## src/rtl/weather_poll_scheduler.sv

```systemverilog
// Weather sensor poll scheduler: sweeps four channels over a shared request/ack bus and commits one snapshot per sweep.
// Optional feature: define WPS_ACK_TIMEOUT_EN to abandon a silent channel after ACK_TIMEOUT cycles and raise sensor_fault.
module weather_poll_scheduler #(
  parameter int POLL_PERIOD = 16,
  parameter int ACK_TIMEOUT = 8
) (
  input  logic              CLK,
  input  logic              RST,
  input  logic              poll_en,
  output logic              sen_req,
  output logic [1:0]        sen_sel,
  input  logic              sen_ack,
  input  logic [7:0]        sen_data,
  output logic              thunderstorm,
  output logic [5:0]        wind,
  output logic [1:0]        visibility,
  output logic signed [7:0] temperature,
  output logic              snap_valid,
  output logic              sensor_fault,
  output logic [1:0]        wps_state
);

  typedef enum logic [1:0] {
    S_IDLE = 2'd0,
    S_REQ  = 2'd1,
    S_GAP  = 2'd2
  } state_t;

  localparam logic [7:0] PER_LAST = 8'(POLL_PERIOD - 1);
  localparam logic [7:0] TO_LAST  = 8'(ACK_TIMEOUT - 1);

  state_t      r_state;
  state_t      w_state_nxt;
  logic [1:0]  r_ch;
  logic [7:0]  r_per_cnt;
  logic [7:0]  r_to_cnt;

  logic        r_sh_th;
  logic [5:0]  r_sh_wind;
  logic [1:0]  r_sh_vis;
  logic [7:0]  r_sh_temp;

  logic        r_th;
  logic [5:0]  r_wind;
  logic [1:0]  r_vis;
  logic [7:0]  r_temp;
  logic        r_snap_valid;

  logic        w_in_req;
  logic        w_ack;
  logic        w_timeout;
  logic        w_done;
  logic        w_per_hit;
  logic        w_to_hit;
  logic        w_commit;
  logic [5:0]  w_wind_sat;

  assign w_in_req   = (r_state == S_REQ);
  assign w_ack      = w_in_req && sen_ack;
  assign w_per_hit  = (r_per_cnt == PER_LAST);
  assign w_to_hit   = (r_to_cnt == TO_LAST);
  assign w_wind_sat = (sen_data > 8'd63) ? 6'd63 : sen_data[5:0];

`ifdef WPS_ACK_TIMEOUT_EN
  // An ack in the final allowed cycle wins over the timeout.
  assign w_timeout = w_in_req && !sen_ack && w_to_hit;
`else
  assign w_timeout = 1'b0;
`endif

  assign w_done   = w_ack || w_timeout;
  assign w_commit = w_done && (r_ch == 2'd3);

  always_ff @(posedge CLK) begin
    if (!RST) r_state <= S_IDLE;
    else      r_state <= w_state_nxt;
  end

  always_comb begin
    w_state_nxt = r_state;
    unique case (r_state)
      S_IDLE:  if (poll_en && w_per_hit) w_state_nxt = S_REQ;
      S_REQ:   if (w_done) w_state_nxt = (r_ch == 2'd3) ? S_IDLE : S_GAP;
      S_GAP:   w_state_nxt = S_REQ;
      default: w_state_nxt = S_IDLE;
    endcase
  end

  always_ff @(posedge CLK) begin
    if (!RST) begin
      r_ch         <= 2'd0;
      r_per_cnt    <= 8'd0;
      r_to_cnt     <= 8'd0;
      r_sh_th      <= 1'b0;
      r_sh_wind    <= 6'd0;
      r_sh_vis     <= 2'd0;
      r_sh_temp    <= 8'd0;
      r_th         <= 1'b0;
      r_wind       <= 6'd0;
      r_vis        <= 2'd0;
      r_temp       <= 8'd0;
      r_snap_valid <= 1'b0;
    end else begin
      r_snap_valid <= w_commit;

      if (r_state == S_IDLE && poll_en && !w_per_hit) r_per_cnt <= r_per_cnt + 8'd1;
      else                                            r_per_cnt <= 8'd0;

      // Stall counter saturates at the limit; only the timeout build acts on it.
      if (!w_in_req || w_done) r_to_cnt <= 8'd0;
      else if (!w_to_hit)      r_to_cnt <= r_to_cnt + 8'd1;

      unique case (r_state)
        S_IDLE:  r_ch <= 2'd0;
        S_GAP:   r_ch <= r_ch + 2'd1;
        default: r_ch <= r_ch;
      endcase

      if (w_ack) begin
        unique case (r_ch)
          2'd0: r_sh_th   <= sen_data[0];
          2'd1: r_sh_wind <= w_wind_sat;
          2'd2: r_sh_vis  <= sen_data[1:0];
          2'd3: r_sh_temp <= sen_data;
        endcase
      end

      // Temperature bypasses its shadow so the last capture lands in the same snapshot.
      if (w_commit) begin
        r_th   <= r_sh_th;
        r_wind <= r_sh_wind;
        r_vis  <= r_sh_vis;
        r_temp <= w_ack ? sen_data : r_sh_temp;
      end
    end
  end

`ifdef WPS_ACK_TIMEOUT_EN
  logic r_fault;

  always_ff @(posedge CLK) begin
    if (!RST)          r_fault <= 1'b0;
    else if (w_timeout) r_fault <= 1'b1;
  end

  assign sensor_fault = r_fault;
`else
  assign sensor_fault = 1'b0;
`endif

  assign sen_req      = w_in_req;
  assign sen_sel      = w_in_req ? r_ch : 2'd0;
  assign thunderstorm = r_th;
  assign wind         = r_wind;
  assign visibility   = r_vis;
  assign temperature  = r_temp;
  assign snap_valid   = r_snap_valid;
  assign wps_state    = r_state;

endmodule

```

## config.mk

```make
export PLATFORM = sky130hd
export DESIGN_NAME = weather_poll_scheduler
export DESIGN_NICKNAME = d
export VERILOG_FILES = /design/src/rtl/weather_poll_scheduler.sv
export SDC_FILE = /design/constraint.sdc
export NUM_CORES = 1
export LEC_CHECK = 0
export CORE_UTILIZATION = 40
export DETAILED_ROUTE_END_ITERATION = 7
export GPL_TIMING_DRIVEN = 0
export HOLD_SLACK_MARGIN = 0.08
export PLACE_DENSITY = 0.65
export SYNTH_ARGS = -nofsm -noshare
export SYNTH_HDL_FRONTEND = slang
export SYNTH_SLANG_ARGS = --single-unit
```

## constraint.sdc

```tcl
create_clock -name CLK -period 3.42 [get_ports CLK]
set_clock_uncertainty 0.2 [all_clocks]
set_input_delay 0.684 -clock CLK [delete_from_list [all_inputs] [get_ports CLK]]
set_output_delay 0.684 -clock CLK [all_outputs]
set_load 0.005 [all_outputs]
```

# Yosys cells after proc, flatten, opt, wreduce, memory -nomap -nowiden

Cells that the tools add are included.

Register bits after elaboration: 47
Bits in latches: 0
Memory bits (writable): 0
Memory bits (read-only): 0
Input bits: 12
Logic and storage cells: 46
Memories kept: 0

$add $sub $neg: 2
$mul: 0
Div/mod/pow operators: 0
Order comparisons: 1
Eq/ne operators: 8
Shifts and indexed selects: 0
Multiplexer cells: 8
Bitwise operators: 0
Reduce and logical (&&, ||, !) cells: 15

Operators with widths:

| kind                                                           | number |
|---|---|
| AND reduction 2 bit                                            | 6 |
| adder 8 x 1 -> 8 bit (second input constant)                   | 1 |
| == test 8 x 4 -> 1 bit (second input constant)                 | 1 |
| greater-than comparator 8 x 6 -> 1 bit (second input constant) | 1 |
| 2-to-1 mux 2 bit                                               | 4 |
| 2-to-1 mux 8 bit                                               | 1 |
| == test 2 bit (second input constant)                          | 3 |
| 2-to-1 mux 6 bit                                               | 1 |
| case mux 2 bit (3 select lines)                                | 1 |
| logical AND 1 bit                                              | 5 |
| == test 2 x 1 -> 1 bit (second input constant)                 | 2 |
| logical NOT 2 bit                                              | 2 |
| case mux 2 bit (2 select lines)                                | 1 |
| adder 2 x 1 -> 2 bit (second input constant)                   | 1 |
| inequality test 2 x 1 -> 1 bit (second input constant)         | 1 |
| inequality test 2 bit (second input constant)                  | 1 |
| nonzero test 2 bit                                             | 1 |
| logical NOT 1 bit                                              | 1 |

# Longest topological paths before layout

Gate-level depths: netlist of the first run.

Depth after elaboration: 4
Depth in mapped cells: 6
Mapped depth without buffers: 5

# Worst setup path before layout of the first run

Ideal clock, no wire load.

Kind: register -> output
Start: register r_state[0], in the netlist wps_state[0]
End: output sen_sel[0]
Arrival time: 0.939 ns
Data required time: 2.536 ns
Slack: 1.597 ns
Cell stages (with the launch flop): 4
Path through: dfxtp_1 buf_2 nor2b_1 and2_1

Word-level cells in the longest chain between the ends: 2

RTL lines:

| item                     | RTL line | source |
|---|---|---|
| start: declaration       | 32       | `state_t r_state;` |
| start signal: assignment | 76       | `else r_state <= w_state_nxt;` |
| == test 2 x 1 -> 1 bit   | 58       | `assign w_in_req = (r_state == S_REQ);` |
| net sen_req              | 10       | `output logic sen_req,` |
| 2-to-1 mux 2 bit         | 152      | `assign sen_sel = w_in_req ? r_ch : 2'd0;` |
| end: declaration         | 11       | `output logic [1:0] sen_sel,` |

The timed path passes the listed nets, and every way through them passes these cells.

# Worst setup path after layout of the first run

Start: register r_state[0], in the netlist wps_state[0]
End: output sen_sel[1]

Word-level cells in the longest chain between the ends: 2

RTL lines:

| item                   | RTL line |
|---|---|
| == test 2 x 1 -> 1 bit | 58 |
| 2-to-1 mux 2 bit       | 152 |

Every way passes these cells.

==> results of run 1 <==
[worst reg2reg max path, stage by stage (launching register included)]
cell and delay (ns):
dfxtp_1 0.34, nor4_1 0.61, a21o_1 0.30, a21oi_1 0.06
[through the flow]
step,setup WS (ns),cells,hold slack (ns)
finish,0.725,275,0.253
global route,0.584,275,0.283
CTS,0.709,275,0.257
detailed placement,1.06,269,0.247
global placement,1.03,269,0.243
floorplan,1.60,185,0.230
[cell families after synthesis]
kind of cell / Yosys count / synth area share, %
and+or+nand+nor: 82 / 24.3
muxes: 3 / 1.81
buffers and inverters: 16 / 5.43
xor gates and xnor gates: 1 / 0.528
adders and majority gates: 5 / 3.77
DFF: 39 / 47.1
other: 1 / 0.226
AOI/OAI and AO/OA: 38 / 16.9
[synthesized netlist by cell type]
master | number | area share, %
xnor2_1 | 1 | 0.53
buf_4 | 5 | 2.3
and2_1 | 4 | 1.5
nand4b_1 | 2 | 1.1
nand3_1 | 2 | 0.60
nand4b_2 | 1 | 0.90
nand4_1 | 1 | 0.38
a21boi_0 | 9 | 4.1
ha_1 | 5 | 3.8
or3_1 | 4 | 1.5
nor4_1 | 1 | 0.38
and3_1 | 1 | 0.38
clkbuf_1 | 3 | 0.68
buf_2 | 2 | 0.60
nor3_1 | 6 | 1.8
a31oi_1 | 1 | 0.38
a21oi_1 | 4 | 1.2
mux2i_1 | 3 | 1.8
conb_1 | 1 | 0.23
o21ai_0 | 5 | 1.5
a22o_1 | 1 | 0.53
and4b_1 | 3 | 1.8
nor2b_1 | 4 | 1.5
a311oi_1 | 2 | 1.1
o211a_1 | 6 | 3.6
nand2_1 | 47 | 11
a21boi_1 | 9 | 4.1
inv_1 | 4 | 0.90
buf_6 | 1 | 0.68
dfxtp_1 | 39 | 47
nand4bb_1 | 1 | 0.68
a21o_1 | 1 | 0.45
clkbuf_2 | 1 | 0.30
nor2_1 | 5 | 1.1
[layout make-up]
type	count	area, µm²	share of cell area, %
multi-input combinational	130	788	36.9
timing repair buffer	34	340	15.9
clock buffer	6	72.6	3.40
tap	50	62.6	2.93
sequential	39	781	36.6
buffer	12	75.1	3.52
inverter	4	15.0	0.703
[metal layers]
| layer | up-vias | global-route usage [%] | share of wire, % |
|---|---|---|---|
| li1 | 706 | - | - |
| met3 | 6 | 5.17 | 3.9 |
| met4 | 0 | 7.18 | 1.8 |
| met5 | - | 0 | 0 |
| met1 | 633 | 23.4 | 50 |
| met2 | 27 | 25.0 | 44 |
[registers in the layout, summed over array words and instances (netlist names)]
| signal | flops |
|---|---|
| snap_valid | 1 |
| thunderstorm | 1 |
| r_sh_vis | 2 |
| wind | 6 |
| r_per_cnt | 8 |
| r_sh_wind | 6 |
| visibility | 2 |
| temperature | 8 |
| r_sh_th | 1 |
| r_ch | 2 |
| wps_state | 2 |
[worst min-delay path by stage]
stage / slack [ns] / start / cells after the start / end
3_3_place_gp: 0.24 / visibility[1] / 2 / visibility[1]
2_1_floorplan: 0.23 / r_sh_th / 2 / thunderstorm
6_report: 0.25 / r_sh_wind[4] / 2 / wind[4]
4_1_cts: 0.26 / r_sh_wind[4] / 2 / wind[4]
5_1_grt: 0.28 / visibility[0] / 2 / visibility[0]
3_5_place_dp: 0.25 / r_sh_wind[4] / 2 / wind[4]
[where the power goes]
part / internal [µW] / total [µW] / switching, µW
sequential: 455 / 456 / 1.26
clock: 136 / 285 / 149
combinational: 18.9 / 35.3 / 16.4
==> metrics.txt, run 1 <==
# TYPE chip_impl_metric gauge
chip_impl_metric{name="final-setup-viol-count",unit=""} 0
chip_impl_metric{name="postLayoutCellArea",unit="µm²"} 2130
chip_impl_metric{name="cts-resized-gates",unit=""} 0
chip_impl_info{name="hp-class",value="reg -> reg"} 1
chip_impl_metric{name="die_height",unit="µm"} 66.4
chip_impl_metric{name="achievable-frequency",unit="MHz"} 371
chip_impl_metric{name="timing.slew.headroom",unit="%"} 56.2
chip_impl_metric{name="peakVddDrop",unit="µV"} 166
chip_impl_info{name="startpoint_type",value="flop"} 1
chip_impl_metric{name="detailed_place_hpwl",unit="µm"} 2490
chip_impl_metric{name="ff2ff_setup_slack",unit="ns"} 1.79
chip_impl_metric{name="final_period_minus_worst_setup_slack",unit="ns"} 2.69
chip_impl_metric{name="period_share",unit="%"} 78.8
chip_impl_info{name="outcome",value="finished, final reports clean"} 1
chip_impl_metric{name="post-route-drc-count",unit=""} 0
chip_impl_metric{name="design.portCount",unit=""} 36
chip_impl_metric{name="placement.cell_area",unit="µm²"} 2060
chip_impl_metric{name="synth.lib_cells_used.distinct",unit=""} 34
chip_impl_info{name="layout_commonest_cell",value="nand2_1"} 1
chip_impl_metric{name="largest_net_degree_at_the_start_of_global_routing",unit=""} 11
chip_impl_metric{name="std_cell_rows",unit=""} 23
chip_impl_metric{name="max_clock_buf_depth",unit=""} 2
chip_impl_metric{name="firstDrtPassIters",unit=""} 4
chip_impl_metric{name="fp.dieW",unit="µm"} 66.4
chip_impl_metric{name="grt_pass1_vias",unit=""} 1220
chip_impl_metric{name="cts-buffers-inserted",unit=""} 5
chip_impl_metric{name="place.gp.congestion",unit=""} 0.729
chip_impl_metric{name="critical_path_required",unit="ns"} 2.54
chip_impl_metric{name="hold_violations",unit=""} 0
chip_impl_metric{name="drt-total-wl",unit="µm"} 3310
chip_impl_info{name="ff_to_ff_end",value="r_per_cnt[5]"} 1
chip_impl_metric{name="clk_transition_reported_paths",unit="ns"} 0.07
chip_impl_metric{name="nFillCells",unit=""} 394
chip_impl_metric{name="drt-initial-drc-count",unit=""} 47
chip_impl_info{name="ctsRootBufferMaster",value="clkbuf_8"} 1
chip_impl_metric{name="worst-r2r-cell-count",unit=""} 3
chip_impl_metric{name="worstPathBufferInverterCount",unit=""} 2
chip_impl_info{name="commonest_cells_after_routing_fill_and_taps_aside",value="nand2_1, dfxtp_1, clkdlybuf4s50_1"} 1
chip_impl_metric{name="synth_sequential_area_ratio",unit="%"} 47.1
chip_impl_metric{name="avgViaCountPerCell",unit=""} 4.99
chip_impl_metric{name="netlist_instances",unit=""} 185
chip_impl_metric{name="critical-path-max-stage-delay",unit="ns"} 0.49
chip_impl_metric{name="coreArea",unit="µm²"} 4000
chip_impl_info{name="timing.rr.start",value="r_per_cnt[5]"} 1
chip_impl_metric{name="groute.usage.overall",unit="%"} 17.2
chip_impl_metric{name="cp.depth",unit=""} 4
chip_impl_metric{name="postCtsSetupRepairBufs",unit=""} 0
chip_impl_metric{name="final_max_slew_viol_count",unit=""} 0
chip_impl_metric{name="worst_slew_pin_slew",unit="ns"} 0.650
chip_impl_metric{name="count_of_antenna_diodes_in_the_layout",unit=""} 0
chip_impl_metric{name="initial_core_util",unit="%"} 41.5
chip_impl_metric{name="antenna_found_initial",unit=""} 0
chip_impl_metric{name="power.static_leakage",unit="µW"} 0.000843
chip_impl_info{name="critical-path-top-delay-family",value="buffers and inverters"} 1
chip_impl_info{name="slowest_stage",value="clkdlybuf4s50_1"} 1
chip_impl_metric{name="synth.yosys.warnings",unit=""} 0
chip_impl_metric{name="io_buffer_count",unit=""} 34
chip_impl_metric{name="htreeDepth",unit=""} 2
chip_impl_info{name="endpoint_kind",value="output port"} 1
chip_impl_metric{name="mappedNetlistNets",unit=""} 202
chip_impl_metric{name="fin_setup_tns",unit="ns"} 0
chip_impl_metric{name="global_route_wire_length_before_repair",unit="µm"} 5640
chip_impl_info{name="worstPathCellList",value="buf_2 > nor2b_1 > and2_1 > clkdlybuf4s50_1"} 1
chip_impl_metric{name="avgSynthCellArea",unit="µm²"} 8.97
chip_impl_metric{name="dr_total_vias",unit=""} 1372
chip_impl_metric{name="p_per_area",unit="nW/µm²"} 364
chip_impl_metric{name="clock_latency",unit="ns"} 0.29
chip_impl_metric{name="finish.net_count",unit=""} 243
chip_impl_info{name="crit_start",value="wps_state[0]"} 1
chip_impl_metric{name="layout-area-overhead-vs-synth",unit="%"} 28.7
chip_impl_metric{name="p_total",unit="µW"} 777
chip_impl_metric{name="netlist_area",unit="µm²"} 1660
chip_impl_metric{name="drive_gt1_share",unit="%"} 6.67
chip_impl_info{name="crit_end",value="sen_sel[1]"} 1
chip_impl_metric{name="max_cap_violations",unit=""} 0
chip_impl_metric{name="grt.overflow.total",unit=""} 0
chip_impl_metric{name="cts_num_sinks",unit=""} 39
chip_impl_info{name="cts_tree",value="built"} 1
chip_impl_metric{name="ys_seq_elements",unit=""} 39
chip_impl_metric{name="crit_arrival",unit="ns"} 1.81
chip_impl_info{name="worst_path_class_setup",value="reg -> out"} 1
chip_impl_metric{name="die_area",unit="µm²"} 4410
chip_impl_metric{name="post_drt_wl_per_cell",unit="µm"} 12.0
chip_impl_metric{name="crit_fanout",unit=""} 10
chip_impl_metric{name="share_of_the_core_filled_with_cells_in_the_final_layout",unit="%"} 53.4
chip_impl_metric{name="ctsHoldBuffers",unit=""} 0
chip_impl_info{name="rsz0062_at_grt",value="no"} 1
chip_impl_metric{name="ant_nets",unit=""} 0
No activity file was read; power rests on OpenSTA's default activity.
==> inputs of run 2 (changes only) <==
--- a/config.mk
+++ b/config.mk
@@ -9,7 +9,7 @@
 export DETAILED_ROUTE_END_ITERATION = 7
 export GPL_TIMING_DRIVEN = 0
 export HOLD_SLACK_MARGIN = 0.08
-export PLACE_DENSITY = 0.65
+export PLACE_DENSITY = 0.68
 export SYNTH_ARGS = -nofsm -noshare
 export SYNTH_HDL_FRONTEND = slang
 export SYNTH_SLANG_ARGS = --single-unit
==> constraint.sdc (replaced) <==
create_clock -name CLK -period 2.2 [get_ports CLK]
set_clock_uncertainty 0.2 [all_clocks]
set_input_delay 0.44 -clock CLK [delete_from_list [all_inputs] [get_ports CLK]]
set_output_delay 0.44 -clock CLK [all_outputs]
set_load 0.005 [all_outputs]
==> run 2 against run 1 <==
Against the previous run: sequential power rose by 55%; via count rose by 0.36%; utilization rose by 2.0 points; clock-buffer cell count did not move; combinational power rose by 55%; total power rose by 77%.
==> metrics.txt, run 2 (synthesized netlist as in run 1, its figures left out) <==
# TYPE chip_impl_metric gauge
chip_impl_info{name="timing.hold.worst.start",value="r_sh_wind[2]"} 1
chip_impl_metric{name="place.gp.congestion",unit=""} 0.730
chip_impl_metric{name="intPower",unit="µW"} 1100
chip_impl_info{name="commonest_cells_after_routing_fill_and_taps_aside",value="nand2_1, dfxtp_1, clkdlybuf4s50_1"} 1
chip_impl_metric{name="layout-area-overhead-vs-synth",unit="%"} 33.6
chip_impl_metric{name="timing.slew.headroom",unit="%"} 63.2
chip_impl_metric{name="cts_num_sinks",unit=""} 39
chip_impl_metric{name="comb_power_share",unit="%"} 4.0
chip_impl_metric{name="timing.final.ws_setup",unit="ns"} 0.0649
chip_impl_metric{name="groute.layer.met1.usage",unit="%"} 20.9
chip_impl_metric{name="die_area",unit="µm²"} 4410
chip_impl_metric{name="cell_count_after_placement",unit=""} 269
chip_impl_metric{name="critical_path_required",unit="ns"} 1.56
chip_impl_metric{name="initial_core_util",unit="%"} 41.5
chip_impl_info{name="cts_tree",value="built"} 1
chip_impl_metric{name="groute.usage.overall",unit="%"} 17.2
chip_impl_metric{name="hold_depth",unit=""} 2
chip_impl_metric{name="grt.overflow.total",unit=""} 0
chip_impl_metric{name="worst_slew_pin_slew",unit="ns"} 0.547
chip_impl_info{name="ctsRootBufferMaster",value="clkbuf_8"} 1
chip_impl_metric{name="fp.dieW",unit="µm"} 66.4
chip_impl_metric{name="std_cell_rows",unit=""} 23
chip_impl_metric{name="drt-total-wl",unit="µm"} 3370
chip_impl_metric{name="peakVddDrop",unit="µV"} 320
chip_impl_metric{name="p_total",unit="µW"} 1380
chip_impl_metric{name="worst-r2r-cell-count",unit=""} 6
chip_impl_metric{name="globalRouteMet2Util",unit="%"} 27.9
chip_impl_metric{name="globalRouteMet3Util",unit="%"} 4.31
chip_impl_info{name="startpoint_type",value="flop"} 1
chip_impl_metric{name="antenna_found_initial",unit=""} 0
chip_impl_metric{name="detailed_place_hpwl",unit="µm"} 2420
chip_impl_metric{name="count_of_antenna_diodes_in_the_layout",unit=""} 0
chip_impl_metric{name="clock_latency",unit="ns"} 0.29
chip_impl_info{name="hp-class",value="reg -> reg"} 1
chip_impl_info{name="timing.rr.start",value="r_ch[0]"} 1
chip_impl_metric{name="fin_hold_ws",unit="ns"} 0.252
chip_impl_metric{name="die_height",unit="µm"} 66.4
chip_impl_metric{name="final_period_minus_worst_setup_slack",unit="ns"} 2.14
chip_impl_metric{name="switching_share",unit="%"} 20.0
chip_impl_metric{name="hold_violations",unit=""} 0
chip_impl_metric{name="period_share",unit="%"} 97.0
chip_impl_metric{name="power.share.clock",unit="%"} 44.7
chip_impl_metric{name="largest_net_degree_at_the_start_of_global_routing",unit=""} 13
chip_impl_info{name="worst_path_class_setup",value="reg -> out"} 1
chip_impl_metric{name="crit_arrival",unit="ns"} 1.50
chip_impl_metric{name="finish.net_count",unit=""} 245
chip_impl_metric{name="firstDrtPassIters",unit=""} 4
chip_impl_metric{name="avgViaCountPerCell",unit=""} 4.94
chip_impl_metric{name="final_standard_cell_count_with_taps_included_and_fillers_excluded",unit=""} 279
chip_impl_metric{name="post_drt_wl_per_cell",unit="µm"} 12.1
chip_impl_metric{name="crit_fanout",unit=""} 4
chip_impl_metric{name="net-switching-power",unit="µW"} 276
chip_impl_metric{name="max_clock_buf_depth",unit=""} 2
chip_impl_metric{name="final_max_slew_viol_count",unit=""} 0
chip_impl_info{name="outcome",value="finished, final reports clean"} 1
chip_impl_metric{name="drive_gt1_share",unit="%"} 10.0
chip_impl_metric{name="coreArea",unit="µm²"} 4000
chip_impl_metric{name="ctsHoldBuffers",unit=""} 0
chip_impl_metric{name="cts-buffers-inserted",unit=""} 5
chip_impl_info{name="endpoint_kind",value="output port"} 1
chip_impl_metric{name="achievable-frequency",unit="MHz"} 468
chip_impl_metric{name="global_route_wire_length_before_repair",unit="µm"} 5630
chip_impl_metric{name="post-route-drc-count",unit=""} 0
chip_impl_metric{name="design.portCount",unit=""} 36
chip_impl_info{name="grt_most_used_layer",value="met2"} 1
chip_impl_metric{name="io_buffer_count",unit=""} 34
chip_impl_metric{name="drt-initial-drc-count",unit=""} 44
chip_impl_metric{name="clk_transition_reported_paths",unit="ns"} 0.07
chip_impl_metric{name="power.static_leakage",unit="µW"} 0.000881
chip_impl_metric{name="ant_nets",unit=""} 0
chip_impl_metric{name="power.sequential.fraction",unit="%"} 51.4
chip_impl_metric{name="placement.setup.worst_slack",unit="ns"} 0.0397
chip_impl_metric{name="grt_pass1_vias",unit=""} 1249
chip_impl_metric{name="max_cap_violations",unit=""} 0
chip_impl_metric{name="htreeDepth",unit=""} 2
chip_impl_metric{name="p_per_area",unit="nW/µm²"} 622
chip_impl_metric{name="dr_total_vias",unit=""} 1377
chip_impl_info{name="layout_commonest_cell",value="nand2_1"} 1
chip_impl_info{name="crit_start",value="wps_state[0]"} 1
chip_impl_metric{name="final-setup-viol-count",unit=""} 0
chip_impl_metric{name="share_of_the_core_filled_with_cells_in_the_final_layout",unit="%"} 55.4
run 2: cell types whose count changed in the layout (fill, tap and decap cells not counted), sizes merged:
cell    change
clkinv      +1
clkbuf      -1
bufinv      +1
buf         +3
run 2: power by group through the flow:
stage	clock network (µW)	logic, µW	registers (µW)
6_report	615	54.6	708
5_1_grt	667	59.3	708
4_1_cts	632	55.4	708
3_5_place_dp	0	54.9	726
3_3_place_gp	0	55.6	726
2_1_floorplan	0	20.8	725
run 2: final timing paths:
path                     end  slack (ns)
hold / removal       wind[2]        0.25
setup reg to reg     wind[3]        0.56
setup / recovery  sen_sel[0]        0.06
hold reg to reg      wind[2]        0.25
run 2: area by class of cell:
type / count / area [µm²]
Buffer: 11 / 76.3
Clock inverter: 2 / 35.0
Multi-Input combinational cell: 130 / 796
Clock buffer: 6 / 82.6
Sequential cell: 39 / 786
Timing Repair Buffer: 37 / 363
Tap cell: 50 / 62.6
Inverter: 4 / 15.0
Fill cell: 368 / 1780
run 2: routing by layer:
metal | vias up | part of all wire (%) | wire (µm)
met2 | 28 | 44 | 1490
met3 | 8 | 4.0 | 135
li1 | 716 | - | -
met1 | 625 | 50 | 1680
met5 | - | 0 | 0
met4 | 0 | 1.9 | 63
run 2: what timing repair did:
| item | CTS | global route |
|---|---|---|
| gates cloned | 0 | 0 |
| gates resized for setup | 6 | 1 |
| setup endpoints to repair | 3 | 2 |
| buffers inserted | 1 | 2 |
run 2: stage by stage:
step | instance area [µm²] | TNS (ns)
finish | 2220 | 0
global route | 2220 | -0.00364
CTS | 2200 | 0
detailed placement | 2060 | 0
global placement | 2060 | 0
floorplan | 1660 | 0
run 2: critical path: stages (launching register included):
cell             delay [ns]
dfxtp_4                0.36
buf_6                  0.09
nor2b_4                0.14
and2_1                 0.13
clkdlybuf4s50_1        0.49
==> inputs of run 3 (changes only) <==
--- a/config.mk
+++ b/config.mk
@@ -5,11 +5,14 @@
 export SDC_FILE = /design/constraint.sdc
 export NUM_CORES = 1
 export LEC_CHECK = 0
-export CORE_UTILIZATION = 40
+export CELL_PAD_IN_SITES_DETAIL_PLACEMENT = 1
+export CELL_PAD_IN_SITES_GLOBAL_PLACEMENT = 1
+export CORE_UTILIZATION = 35
+export CTS_BUF_LIST = sky130_fd_sc_hd__clkbuf_8
 export DETAILED_ROUTE_END_ITERATION = 7
 export GPL_TIMING_DRIVEN = 0
 export HOLD_SLACK_MARGIN = 0.08
-export PLACE_DENSITY = 0.68
+export PLACE_DENSITY_LB_ADDON = 0.1
 export SYNTH_ARGS = -nofsm -noshare
 export SYNTH_HDL_FRONTEND = slang
 export SYNTH_SLANG_ARGS = --single-unit
==> run 3 against run 2 <==
Against the previous run: the run now ends with design-rule violations left; sequential cell count did not move; final area rose by 0.51%; critical path type unchanged; fmax rose by 4.2%; combinational power rose by 2%; sequential power barely moved.
==> metrics.txt, run 3 (synthesized netlist as in run 1, its figures left out) <==
# TYPE chip_impl_metric gauge
chip_impl_metric{name="power.static_leakage",unit="µW"} 0.000910
chip_impl_metric{name="globalRouteMet3Util",unit="%"} 5.27
chip_impl_metric{name="final_period_minus_worst_setup_slack",unit="ns"} 2.05
chip_impl_metric{name="finish.net_count",unit=""} 246
chip_impl_metric{name="peakVddDrop",unit="µV"} 359
chip_impl_metric{name="layout-area-overhead-vs-synth",unit="%"} 34.2
chip_impl_info{name="hp-class",value="reg -> reg"} 1
chip_impl_metric{name="multi_input_combinational_cell_area",unit="µm²"} 796
chip_impl_info{name="rsz0062_at_grt",value="no"} 1
chip_impl_metric{name="largest_net_degree_at_the_start_of_global_routing",unit=""} 13
chip_impl_info{name="startpoint_type",value="flop"} 1
chip_impl_metric{name="dr_total_vias",unit=""} 1428
chip_impl_metric{name="nFillCells",unit=""} 519
chip_impl_metric{name="final_max_slew_viol_count",unit=""} 0
chip_impl_metric{name="post_drt_wl_per_cell",unit="µm"} 15.1
chip_impl_metric{name="detailed_place_hpwl",unit="µm"} 3160
chip_impl_metric{name="post-route-drc-count",unit=""} 6
chip_impl_metric{name="clk_transition_reported_paths",unit="ns"} 0.08
chip_impl_info{name="layout_commonest_cell",value="nand2_1"} 1
chip_impl_info{name="worstPathCellList",value="buf_6 > nor2b_4 > buf_4 > and2_1 > dlygate4sd2_1"} 1
chip_impl_info{name="ctsRootBufferMaster",value="clkbuf_8"} 1
chip_impl_metric{name="global_route_wire_length_before_repair",unit="µm"} 7210
chip_impl_metric{name="p_total",unit="µW"} 1380
chip_impl_metric{name="fp.dieW",unit="µm"} 70.9
chip_impl_metric{name="ant_nets",unit=""} 0
chip_impl_metric{name="avgViaCountPerCell",unit=""} 5.06
chip_impl_metric{name="drive_gt1_share",unit="%"} 10.4
chip_impl_metric{name="globalRouteMet2Util",unit="%"} 33.2
chip_impl_metric{name="intPower",unit="µW"} 1100
chip_impl_metric{name="max_cap_violations",unit=""} 0
chip_impl_metric{name="design.portCount",unit=""} 36
chip_impl_metric{name="power.share.clock",unit="%"} 44.7
chip_impl_metric{name="timing.slew.headroom",unit="%"} 57.1
chip_impl_metric{name="worstPathBufferInverterCount",unit=""} 3
chip_impl_metric{name="achievable-frequency",unit="MHz"} 488
chip_impl_metric{name="drt-initial-drc-count",unit=""} 35
chip_impl_info{name="grt_most_used_layer",value="met2"} 1
chip_impl_metric{name="io_buffer_count",unit=""} 34
chip_impl_metric{name="std_cell_rows",unit=""} 24
chip_impl_metric{name="critical-path-max-stage-delay",unit="ns"} 0.35
chip_impl_metric{name="final-setup-viol-count",unit=""} 0
chip_impl_info{name="cts_tree",value="built"} 1
chip_impl_metric{name="fin_setup_tns",unit="ns"} 0
chip_impl_metric{name="clock_latency",unit="ns"} 0.29
chip_impl_metric{name="hold_violations",unit=""} 0
chip_impl_metric{name="switching_share",unit="%"} 20.2
chip_impl_info{name="worst_path_class_setup",value="reg -> out"} 1
chip_impl_metric{name="ff_latch_area",unit="µm²"} 786
chip_impl_metric{name="initial_core_util",unit="%"} 37.3
chip_impl_metric{name="net-switching-power",unit="µW"} 279
chip_impl_info{name="commonest_cells_after_routing_fill_and_taps_aside",value="nand2_1, dfxtp_1, clkdlybuf4s50_1"} 1
chip_impl_metric{name="cts_num_sinks",unit=""} 39
chip_impl_metric{name="crit_arrival",unit="ns"} 1.41
chip_impl_info{name="endpoint_kind",value="output port"} 1
chip_impl_metric{name="groute.usage.overall",unit="%"} 18.6
chip_impl_metric{name="groute.layer.met1.usage",unit="%"} 21.3
chip_impl_metric{name="final_standard_cell_count_with_taps_included_and_fillers_excluded",unit=""} 282
chip_impl_metric{name="htreeDepth",unit=""} 2
chip_impl_metric{name="critical_path_required",unit="ns"} 1.56
chip_impl_info{name="slowest_stage",value="dfxtp_4"} 1
chip_impl_metric{name="place.gp.congestion",unit=""} 0.791
chip_impl_info{name="failing_checks",value="design-rule violations"} 1
chip_impl_metric{name="placement.setup.worst_slack",unit="ns"} 0.00154
chip_impl_metric{name="comb_power_share",unit="%"} 4.0
chip_impl_metric{name="max_clock_buf_depth",unit=""} 2
chip_impl_metric{name="grt.overflow.total",unit=""} 0
chip_impl_metric{name="p_per_area",unit="nW/µm²"} 620
chip_impl_metric{name="die_height",unit="µm"} 70.9
chip_impl_metric{name="firstDrtPassIters",unit=""} 6
chip_impl_info{name="critical-path-top-delay-family",value="buffers and inverters"} 1
chip_impl_metric{name="grt_pass1_vias",unit=""} 1477
chip_impl_metric{name="worst_slew_pin_slew",unit="ns"} 0.638
chip_impl_metric{name="count_of_antenna_diodes_in_the_layout",unit=""} 0
chip_impl_metric{name="period_share",unit="%"} 93.1
chip_impl_metric{name="crit_fanout",unit=""} 3
chip_impl_metric{name="drt-total-wl",unit="µm"} 4270
chip_impl_metric{name="timing.final.ws_setup",unit="ns"} 0.152
chip_impl_metric{name="cts-buffers-inserted",unit=""} 5
chip_impl_info{name="outcome",value="finished, violations left"} 1
chip_impl_metric{name="antenna_found_initial",unit=""} 0
chip_impl_metric{name="cell_count_after_placement",unit=""} 271
chip_impl_metric{name="power.sequential.fraction",unit="%"} 51.2
chip_impl_metric{name="die_area",unit="µm²"} 5020
chip_impl_metric{name="share_of_the_core_filled_with_cells_in_the_final_layout",unit="%"} 50.1
chip_impl_metric{name="coreArea",unit="µm²"} 4440
## run 3: cell count changes in the layout (fill, tap and decap cells not counted), sizes merged
| cell | change |
|---|---|
| clkdlybuf4s50 | -2 |
| dlygate4sd2 | +1 |
| dlymetal6s2s | +1 |
| buf | +1 |
## run 3: cell type report
class | instances | share of cell area (%)
plain buffers | 11 | 3.43
clock buffers | 6 | 3.71
clock inverters | 2 | 1.57
inverters | 4 | 0.674
multi-input cells | 130 | 35.7
flip-flops and latches | 39 | 35.3
well taps | 52 | 2.92
repair buffers | 38 | 16.7
## run 3: path summary, 6_finish.rpt
| check | start | end | slack [ns] | cells past startpoint |
|---|---|---|---|---|
| hold / removal | r_sh_vis[0] | visibility[0] | 0.26 | 2 |
| hold reg to reg | r_sh_vis[0] | visibility[0] | 0.26 | 2 |
| setup / recovery | wps_state[0] | sen_sel[0] | 0.15 | 5 |
| setup reg to reg | r_ch[0] | wind[2] | 0.53 | 6 |
## run 3: timing repair
| item | CTS | global route |
|---|---|---|
| buffers inserted | 4 | 0 |
| setup endpoints to repair | 3 | 2 |
| hold buffers | 0 | 0 |
| resized for setup | 7 | 2 |
## run 3: worst register-to-register path: stages, from the launching register on
cell and delay, ns:
dfxtp_1 0.43, ha_1 0.25, and4b_1 0.20, buf_4 0.17, buf_6 0.15, nand2_1 0.07
a21boi_1 0.13
## run 3: power groups by stage
stage                     Combinational, µW  Sequential (µW)  Clock, µW
after floorplan                        20.8              725          0
after global placement                 54.5              726          0
after detailed placement               55.4              726          0
after CTS                              56.0              708        639
after global routing                   60.1              708        662
final                                  55.5              708        618
## run 3: per-layer routing
layer | share of wire, % | routed length (µm) | vias up
met5 | 0 | 0 | -
met4 | 1.4 | 59 | 0
met2 | 49 | 2080 | 33
met1 | 45 | 1910 | 673
met3 | 5.1 | 217 | 6
li1 | - | - | 716
## run 3: metrics by stage
stage / cell area [µm²] / hold WS, ns
after floorplan: 1660 / 0.230
final: 2230 / 0.256
after detailed placement: 2060 / 0.248
after global placement: 2060 / 0.243
after CTS: 2220 / 0.261
after global routing: 2230 / 0.290
